<file path="config.mk">
export PLATFORM = sky130hd
export DESIGN_NAME = calc_stream_ctrl
export DESIGN_NICKNAME = d
export VERILOG_FILES = /design/src/rtl/calc_stream_ctrl.sv
export SDC_FILE = /design/constraint.sdc
export NUM_CORES = 1
export LEC_CHECK = 0
export ABC_AREA = 0
export BUFFER_PORTS_ARGS = -buffer_cell sky130_fd_sc_hd__buf_2
export CAP_MARGIN = 40
export CORE_ASPECT_RATIO = 1.1
export CORE_MARGIN = 8
export CORE_UTILIZATION = 59
export DETAILED_ROUTE_END_ITERATION = 16
export PLACE_DENSITY = 0.85
export SLEW_MARGIN = 10
export SYNTH_ARGS = -nofsm -noshare
export SYNTH_HDL_FRONTEND = slang
export SYNTH_SLANG_ARGS = --single-unit
</file>
<file path="constraint.sdc">
create_clock -name clk_i -period 3.6 [get_ports clk_i]
set_clock_uncertainty 0.05 [all_clocks]
set_input_delay 0.18 -clock clk_i [delete_from_list [all_inputs] [get_ports clk_i]]
set_output_delay 0.18 -clock clk_i [all_outputs]
set_load 0.02 [all_outputs]
</file>
<file path="src/rtl/calc_stream_ctrl.sv">
// calc_stream_ctrl: streams operand words from memory through a mode-selected ALU and writes back two results per word
module calc_stream_ctrl #(
  parameter int ADDR_W        = 10,
  parameter int DATA_W        = 32,
  parameter int MEM_WORD_SIZE = 64,
  parameter int RD_LAT        = 1
) (
  input  logic                     clk_i,
  input  logic                     rst_ni,
  input  logic                     start_i,
  input  logic [1:0]               mode_i,
  input  logic [ADDR_W-1:0]        read_start_addr,
  input  logic [ADDR_W-1:0]        read_end_addr,
  input  logic [ADDR_W-1:0]        write_start_addr,
  input  logic [ADDR_W-1:0]        write_end_addr,
  output logic                     read,
  output logic [ADDR_W-1:0]        r_addr,
  input  logic [MEM_WORD_SIZE-1:0] r_data,
  output logic                     write,
  output logic [ADDR_W-1:0]        w_addr,
  output logic [MEM_WORD_SIZE-1:0] w_data,
  output logic                     busy_o,
  output logic                     done_o,
  output logic                     err_o,
  output logic [ADDR_W:0]          words_written_o
);
  if (MEM_WORD_SIZE != 2*DATA_W || RD_LAT < 1 || RD_LAT > 4) begin : g_bad_cfg
    $error("calc_stream_ctrl: illegal parameter combination");
  end
  typedef enum logic [2:0] {IDLE, CHECK, RD, WAIT, EXEC, WR, DONE} state_t;
  state_t state, nxt;
  logic [1:0]               mode, cnt;
  logic [ADDR_W-1:0]        rs, re, ws, we, rptr, wptr;
  logic                     hi, last, bad;
  logic [MEM_WORD_SIZE-1:0] op, pack;
  logic [ADDR_W:0]          n, w;
  logic [ADDR_W-1:0]        half;
  logic [DATA_W-1:0]        a, b, dif, res;
  logic [DATA_W:0]          sum;
  always_comb begin
    n    = {1'b0, re} - {1'b0, rs} + (ADDR_W+1)'(1);
    w    = {1'b0, we} - {1'b0, ws} + (ADDR_W+1)'(1);
    half = n[ADDR_W:1] + ADDR_W'(n[0]);
    bad  = re < rs || we < ws || w != {1'b0, half};
    last = rptr == re;
    a    = op[DATA_W-1:0];
    b    = op[MEM_WORD_SIZE-1:DATA_W];
    sum  = {1'b0, a} + {1'b0, b};
    dif  = a - b;
    res  = mode == 2'd0 ? sum[DATA_W-1:0] :
           mode == 2'd1 ? dif :
           mode == 2'd2 ? (sum[DATA_W] ? '1 : sum[DATA_W-1:0]) :
                          (b > a ? '0 : dif);
  end
  always_comb begin
    nxt = state;
    case (state)
      IDLE:    nxt = start_i ? CHECK : IDLE;
      CHECK:   nxt = bad ? DONE : RD;
      RD:      nxt = WAIT;
      WAIT:    nxt = cnt == 2'(RD_LAT-1) ? EXEC : WAIT;
      EXEC:    nxt = hi || last ? WR : RD;
      WR:      nxt = last ? DONE : RD;
      default: nxt = IDLE;
    endcase
  end
  always_ff @(posedge clk_i or negedge rst_ni)
    if (!rst_ni) state <= IDLE;
    else state <= nxt;
  always_ff @(posedge clk_i or negedge rst_ni)
    if (!rst_ni) begin
      mode            <= '0;
      cnt             <= '0;
      rs              <= '0;
      re              <= '0;
      ws              <= '0;
      we              <= '0;
      rptr            <= '0;
      wptr            <= '0;
      hi              <= 1'b0;
      op              <= '0;
      pack            <= '0;
      err_o           <= 1'b0;
      words_written_o <= '0;
    end else begin
      case (state)
        IDLE: if (start_i) begin
          mode            <= mode_i;
          rs              <= read_start_addr;
          re              <= read_end_addr;
          ws              <= write_start_addr;
          we              <= write_end_addr;
          rptr            <= read_start_addr;
          wptr            <= write_start_addr;
          hi              <= 1'b0;
          pack            <= '0;
          err_o           <= 1'b0;
          words_written_o <= '0;
        end
        CHECK: err_o <= bad;
        RD: cnt <= '0;
        WAIT: begin
          cnt <= cnt + 2'd1;
          if (cnt == 2'(RD_LAT-1)) op <= r_data;
        end
        EXEC: begin
          if (hi) pack[MEM_WORD_SIZE-1:DATA_W] <= res;
          else pack[DATA_W-1:0] <= res;
          if (!hi && !last) begin
            rptr <= rptr + ADDR_W'(1);
            hi   <= 1'b1;
          end
        end
        WR: begin
          pack            <= '0;
          hi              <= 1'b0;
          words_written_o <= words_written_o + (ADDR_W+1)'(1);
          if (!last) begin
            rptr <= rptr + ADDR_W'(1);
            wptr <= wptr + ADDR_W'(1);
          end
        end
        default: ;
      endcase
    end
  assign read   = state == RD;
  assign write  = state == WR;
  assign r_addr = rptr;
  assign w_addr = wptr;
  assign w_data = pack;
  assign busy_o = state != IDLE;
  assign done_o = state == DONE;
endmodule

</file>
* Word-level counts from Yosys, hierarchy flattened
Index checks and enable logic that the tools add are counted.
** Storage, ports and cells
- Register bits :: 208
- Bits in latches :: 0
- Memory bits (writable) :: 0
- ROM bits :: 0
- Input bits :: 109
- Output and inout bits :: 100
- Memories kept :: 0
** Operators by class
- $add $sub $neg :: 11
- Multiply operators :: 0
- Divide/modulo/power cells :: 0
- $lt $le $gt $ge :: 3
- Equal/unequal tests :: 15
- Shift-type cells :: 0
- Multiplexer cells :: 29
- Bitwise gates (word level) :: 0
- Reduce and logical (&&, ||, !) cells :: 23
** Operator list (count)
- $mux 32 :: 7
- $pmux 64 s3 :: 1
- $mux 64 :: 1
- $mux 10 :: 5
- $add 11x1->11 const B :: 3
- $add 32x32->33 :: 1
- $gt 32x32->1 :: 1
- $sub 32x32->32 :: 1
- $pmux 10 s3 :: 1
- $pmux 11 s2 :: 1
- $sub 10x10->11 :: 2
- $add 10x1->10 const B :: 2
- $lt 10x10->1 :: 2
- $pmux 10 s2 :: 1
- $pmux 3 s6 :: 1
- $mux 3 :: 4
- $reduce_and 3->1 :: 4
- $mux 11 :: 1
- $ne 11x10->1 :: 1
- $add 10x1->10 :: 1
- $eq 10x10->1 :: 1
- $ne 2x2->1 const B :: 5
- $eq 3x3->1 const B :: 3
- $reduce_and 2->1 :: 4
- other kinds (17) :: 27

* Longest topological paths before layout
Gate-level depths: netlist of run 1.
- Word-level depth :: 7
- Mapped depth :: 16
- Mapped depth without buffers :: 16

* Worst setup path before layout of run 1
Ideal clock, no wire load.
- Path kind :: register -> register
- Start point :: reg re[1]
- End point :: reg err_o
- Library setup time :: 0.139 ns
- Arrival time :: 3.059 ns
- Setup slack :: 0.353 ns
- Cell stages (with the launch flop) :: 15
- Buffers on the path :: 0
- Period minus slack after synthesis :: 3.247 ns
- Cells stage by stage :: dfrtp_1 > ha_1 > inv_1 > ha_1 > inv_1 > fa_1 > o21bai_1 > a21oi_1 > xnor2_1 > nand3_1 > nor4_1 > xor2_1 > xnor2_1 > o31ai_1 > o21ai_0
** On the way
- Cells in the longest elaborated chain, start to end :: 6
- Elaborated cells on any way between the ends :: 8
** RTL lines
- start, declared :: line 33 : logic [ADDR_W-1:0] rs, re, ws, we, rptr, wptr;
- start signal, assigned :: line 90 : re <= read_end_addr;
- $sub 10x10->11 :: line 41 : n = {1'b0, re} - {1'b0, rs} + (ADDR_W+1)'(1);
- $add 11x1->11 :: line 41
- $add 10x1->10 :: line 43 : half = n[ADDR_W:1] + ADDR_W'(n[0]);
- $ne 11x10->1 :: line 44 : bad = re < rs || we < ws || w != {1'b0, half};
- $logic_or 1x1->1 (*) :: line 44
- $pmux 1 s2 (*) :: line 86 : case (state)
- end signal, assigned :: line 83 : err_o <= 1'b0;
- end signal, assigned :: line 97 : err_o <= 1'b0;
- end signal, assigned :: line 100 : CHECK: err_o <= bad;
- end, declared :: line 24 : output logic err_o,
Every way passes the cells marked *; elsewhere a longest branch is shown, timed or not.
A chain may end at the register's enable or synchronous reset.

* Worst setup path in the final report of run 1
- Start point :: reg rs[4]
- End point :: reg state[2]
** On the way
- Cells in the longest elaborated chain, start to end :: 7
- Elaborated cells on any way between the ends :: 9
** RTL lines
- start, declared :: line 33
- start signal, assigned :: line 89 : rs <= read_start_addr;
- $sub 10x10->11 :: line 41
- $add 11x1->11 :: line 41
- $add 10x1->10 :: line 43
- $ne 11x10->1 :: line 44
- $logic_or 1x1->1 (*) :: line 44
- $mux 3 (*) :: line 59 : CHECK: nxt = bad ? DONE : RD;
- $pmux 3 s6 (*) :: line 57 : case (state)
- named net nxt[2] :: line 31 : state_t state, nxt;
- end signal, assigned :: line 69 : else state <= nxt;
- end, declared :: line 31
The timed path passes the listed nets; every way through them passes the cells marked *.

==> results.py, run 1 <==
metrics = {
    "global_route": {
        "grt_max_degree": 102,
        "track_usage_pct": 31.58,
        "grt_pass1_wl_mm": 74.85,
        "antenna_found_initial": 0,
        "grt_overflow": 0,
        "grt_pass1_vias": 14290,
    },
    "sta": {
        "slew_viol_final": 0,
        "holdWs_ns": 0.06160,
        "clock.fmax_ghz": 0.2796,
        "hold_violations": 0,
        "setup_viol": 0,
        "period_minus_slack_ns": 3.577,
        "worst_slew_pin_slew_ns": 0.8474,
        "period_share_pct": 99.35,
        "slew_headroom_pct": 43.37,
    },
    "worst_setup_path": {
        "timing.rr.start": "rs[4]$_DFFE_PN0P_",
        "reg2reg_depth": 13,
        "crit_arrival_ns": 3.93,
        "critPathLaunchType": "flop",
        "reg2reg_slack_ns": 0.02,
        "r2r-end": "state[2]$_DFF_PN0_",
        "worstSetupEndpointType": "flop",
        "worstPathRequired_ns": 3.95,
        "worstSetupPathType": "reg2reg",
        "worst-path-max-fanout": 5,
    },
    "clock_tree": {
        "clock-sinks": 208,
        "cts_root_buf": "clkbuf_16",
        "cts_tree": "done",
        "cts_max_path_buffers": 3,
        "cts_buffers": 24,
        "insertion_delay_ns": 0.54,
        "cts_htree_levels": 1,
        "clkTransAtPathRegs_ns": 0.06,
    },
    "placed_design": {
        "portBuffers": 208,
        "dp.final_hpwl_mm": 33.77,
        "globalplace.congestion": 1.012,
    },
    "logic_synthesis": {
        "yosysWarningCount": 0,
        "synth_cell_type_count": 84,
        "synth-seq-cells": 208,
        "yosysSeqAreaShare_pct": 36.41,
        "syn_area_um2": 14290,
        "ys.flop_type": "dfrtp_1",
        "synth-edff-count": 0,
        "synth_nets": 1827,
        "async_flop_share_pct": 100.0,
        "synthCells": 1594,
        "postSynthAreaPerCell_um2": 8.967,
    },
    "hold_path": {
        "hold_depth": 3,
        "hp-class": "in2reg",
        "min_from": "start_i",
        "whs_endpoint": "ws[8]$_DFFE_PN0P_",
    },
    "floorplanning": {
        "coreArea_um2": 23770,
        "die_x_um": 164.4,
        "boundaryPins": 209,
        "dieArea_um2": 29470,
        "num_rows": 59,
        "fp.dieH_um": 179.2,
        "start_util_pct": 60.13,
    },
    "layout": {
        "final_nets": 2161,
        "antennaDiodeCount": 0,
        "area_growth_syn_to_layout_pct": 26.13,
        "multiInputGateArea_um2": 8448,
        "seq_area_um2": 5205,
        "layout_commonest_cell": "dfrtp_1",
        "final_cell_mix": "dfrtp_1 (208), buf_2 (207), nand2_1 (176), o21ai_0 (130), inv_1 (123)",
        "post-route-util_pct": 75.84,
        "fillCellCount": 1640,
        "drive_gt1_share_pct": 22.52,
    },
    "detailed_routing": {
        "vias": 14190,
        "drc_errors": 0,
        "first_pass_iters": 7,
        "drt-total-wl_mm": 48.26,
        "avgViaCountPerCell": 6.305,
        "first_iter_violations": 1290,
        "antenna_left": 0,
        "wire_per_inst_um": 21.45,
    },
    "run": {
        "max-cap-violations": 0,
    },
    "run_status": {
        "status": "finished clean",
    },
}
worst max path at each step:
stage                       from                      to  cells after the start
2_1_floorplan  re[1]$_DFFE_PN0P_       err_o$_DFFE_PN0P_                     14
3_3_place_gp   op[0]$_DFFE_PN0P_  w_data[35]$_DFFE_PN0P_                     11
3_5_place_dp   op[0]$_DFFE_PN0P_  w_data[35]$_DFFE_PN0P_                     11
4_1_cts        op[0]$_DFFE_PN0P_  w_data[35]$_DFFE_PN0P_                     11
5_1_grt        re[1]$_DFFE_PN0P_      state[2]$_DFF_PN0_                     14
6_report       rs[4]$_DFFE_PN0P_      state[2]$_DFF_PN0_                     13
synth_stat cells, types with 21 or more instances:
library cell	n	area, µm²
mux2_2	83	934.7
nor2_1	85	319.1
xnor2_1	35	306.5
ha_1	112	1401
nor3_1	27	135.1
nand2_1	176	660.6
clkbuf_1	63	236.5
nand2b_1	22	137.6
a21o_1	21	157.7
inv_1	123	461.7
a21oi_1	109	545.5
dfrtp_1	208	5205
o21ai_0	131	655.6
nand3_1	40	200.2
o31ai_1	23	172.7
stage by stage:
step / area [µm²] / worst slack [ns] / TNS (ns) / cells
floorplan: 14290 / 0.3526 / 0 / 1594
global placement: 15930 / 0.1169 / 0 / 2093
detailed placement: 15930 / 0.07756 / 0 / 2093
CTS: 17860 / 0.009251 / 0 / 2243
global route: 18030 / -0.1185 / -0.2290 / 2250
finish: 18030 / 0.02336 / 0 / 2250
cell families after synthesis:
family	count (synthesis)	synth area share, %
buf+inv	199	5.418
mux	86	6.758
flops	208	36.41
compound gates	468	21.34
xor+xnor	53	3.449
fa+ha+maj	124	11.48
simple gates	456	15.13
critical path: stages, from the launching register on:
cell	delay (ns)
dfrtp_1	0.37
inv_1	0.07
ha_1	0.20
inv_1	0.08
fa_2	0.60
and3b_1	0.24
a2111oi_4	0.36
xor2_1	0.24
buf_4	0.17
xor2_2	0.20
xor2_1	0.13
o31a_1	0.34
o31ai_2	0.27
nand3_1	0.10
area by class of cell:
cell class | count | area share, %
multi-input combinational | 1187 | 46.86
sequential | 208 | 28.87
timing repair buffer | 383 | 14.80
clock buffer | 30 | 3.623
inverter | 124 | 2.582
tap | 305 | 2.117
clock inverter | 13 | 1.145
timing repair:
| action | 4_1_cts | 5_1_grt |
|---|---|---|
| resized for setup | 0 | 20 |
| endpoints found under the hold margin | 225 | 0 |
| setup buffers | 0 | 7 |
| endpoints found under the setup margin | 0 | 28 |
| hold buffers | 107 | 0 |
registers in the layout, summed over array words and instances, names as in the netlist:
signal	count
w_addr	10
we	10
re	10
rs	10
mode	2
op	64
cnt	2
err_o	1
w_data	64
hi	1
words_written_o	11
r_addr	10
state	3
ws	10
layer usage:
metal | vias up | wire length (µm) | track usage (%)
met5 | - | 0 | 0
met3 | 198 | 4176 | 6.132
met4 | 0 | 2676 | 16.75
met1 | 6782 | 18730 | 38.81
met2 | 832 | 22670 | 51.89
li1 | 6374 | - | -
Power of run 1 is left out: the tool's default activity adds up to more than one toggle a clock period on the data nets, which glitch-free logic cannot reach.
==> run 2, diff against run 1 <==
PLACE_DENSITY = 0.87   (was 0.85)
==> results.py, run 2 (synthesis results as in run 1) <==
metrics = {
    "run_status": {
        "status": "finished clean",
    },
    "detailed_routing": {
        "first_pass_iters": 5,
        "route.met3.wl_mm": 4.023,
        "m1WireLength_mm": 18.37,
        "drc_errors": 0,
        "wire_per_inst_um": 21.02,
        "highest_layer": "met4",
        "met2_length_mm": 22.58,
        "avgViaCountPerCell": 6.266,
        "first_iter_violations": 1409,
        "drt-total-wl_mm": 47.36,
        "vias": 14120,
        "antenna_left": 0,
    },
    "floorplanning": {
        "fp.dieH_um": 179.2,
        "start_util_pct": 60.13,
        "dieArea_um2": 29470,
        "die_x_um": 164.4,
        "boundaryPins": 209,
        "num_rows": 59,
        "coreArea_um2": 23770,
    },
    "sta": {
        "rsz0062_at_grt": "yes",
        "slew_viol_final": 0,
        "setup_viol": 0,
        "holdWs_ns": 0.08867,
        "slew_headroom_pct": 42.86,
        "hold_violations": 0,
        "period_minus_slack_ns": 3.467,
        "worst_slew_pin_slew_ns": 0.8570,
        "period_share_pct": 96.30,
        "clock.fmax_ghz": 0.2885,
    },
    "layout": {
        "final_area_um2": 18040,
        "fillCellCount": 1625,
        "layout_commonest_cell": "dfrtp_1",
        "area_growth_syn_to_layout_pct": 26.23,
        "final_nets": 2163,
        "drive_gt1_share_pct": 22.70,
        "stdcell_count": 2253,
        "final_cell_mix": "dfrtp_1 (208), buf_2 (207), nand2_1 (176), o21ai_0 (130), inv_1 (123)",
    },
    "worst_setup_path": {
        "worstPathRequired_ns": 4.01,
        "crit_arrival_ns": 3.88,
        "critPathLaunchType": "flop",
        "worst-path-max-fanout": 18,
        "worstSetupPathType": "reg2reg",
        "worstSetupEndpointType": "flop",
    },
    "clock_tree": {
        "cts_root_buf": "clkbuf_16",
        "cts_tree": "done",
        "cts_max_path_buffers": 3,
        "clock-sinks": 208,
        "cts_buffers": 23,
        "clkTransAtPathRegs_ns": 0.06,
        "cts_htree_levels": 1,
        "insertion_delay_ns": 0.53,
    },
    "placed_design": {
        "globalplace.congestion": 0.9888,
        "dp_cells": 2099,
        "portBuffers": 208,
        "dp.final_hpwl_mm": 33.29,
        "placed_area_um2": 15990,
    },
    "global_route": {
        "grt_pass1_vias": 14260,
        "grt_overflow": 0,
        "grt_pass1_wl_mm": 74.75,
        "antenna_found_initial": 1,
        "grt_max_degree": 97,
        "track_usage_pct": 31.76,
    },
    "hold_path": {
        "hp-class": "in2reg",
    },
    "run": {
        "max-cap-violations": 0,
    },
}
## run 2: per-stage QoR
stage | worst slack, ns | utilization [%] | setup TNS (ns)
floorplan | 0.3526 | - | 0
global placement | 0.1722 | 67.20 | 0
detailed placement | 0.02901 | 67.26 | 0
CTS | 0.005394 | 75.34 | 0
global route | -0.04754 | 75.90 | -0.04754
finish | 0.1333 | 75.91 | 0
## run 2: final cells by class
type / instances / area, µm² / area share (%)
Antenna cell: 1 / 2.502 / 0.01387
Clock buffer: 27 / 600.6 / 3.328
Clock inverter: 15 / 249.0 / 1.380
Inverter: 124 / 465.4 / 2.580
Multi-Input combinational cell: 1187 / 8428 / 46.71
Sequential cell: 208 / 5205 / 28.85
Tap cell: 305 / 381.6 / 2.115
Timing Repair Buffer: 386 / 2711 / 15.03
## run 2: path summary, 6_finish.rpt
| kind | startpoint | to | slack (ns) | depth (start not counted) |
|---|---|---|---|---|
| max in group asynchronous | rst_ni | w_addr[9]$_DFFE_PN0P_ | 2.22 | 3 |
| min in group asynchronous | rst_ni | r_addr[2]$_DFFE_PN0P_ | 0.23 | 2 |
| worst min-delay path | start_i | state[0]$_DFF_PN0_ | 0.09 | 5 |
| worst max register to register | op[58]$_DFFE_PN0P_ | w_data[8]$_DFFE_PN0P_ | 0.13 | 11 |
| worst min register to register | w_data[0]$_DFFE_PN0P_ | w_data[0]$_DFFE_PN0P_ | 0.43 | 2 |
| worst max-delay path | op[58]$_DFFE_PN0P_ | w_data[8]$_DFFE_PN0P_ | 0.13 | 11 |
## run 2: per-layer routing
| layer | vias up | GRT usage [%] |
|---|---|---|
| met2 | 804 | 52.71 |
| met5 | - | 0 |
| met3 | 184 | 5.880 |
| li1 | 6378 | - |
| met4 | 0 | 15.44 |
| met1 | 6751 | 39.35 |
## run 2: timing repair
| item | CTS | global route |
|---|---|---|
| hold endpoints to repair | 219 | 0 |
| buffers inserted | 0 | 4 |
| gates resized for setup | 0 | 19 |
| endpoints found under the setup margin | 0 | 45 |
| hold buffers | 107 | 0 |
## run 2: worst max-delay path: stages, from the launching register on
cell and delay (ns):
dfrtp_1 0.38, inv_1 0.06, ha_1 0.37, or4_4 0.59, or2_1 0.26, a41oi_2 0.35, nor2_2 0.09, a31o_1 0.27
buf_12 0.17, a2111o_1 0.37, a31oi_2 0.24, mux2_2 0.20
Power of run 2 is left out for the same reason.
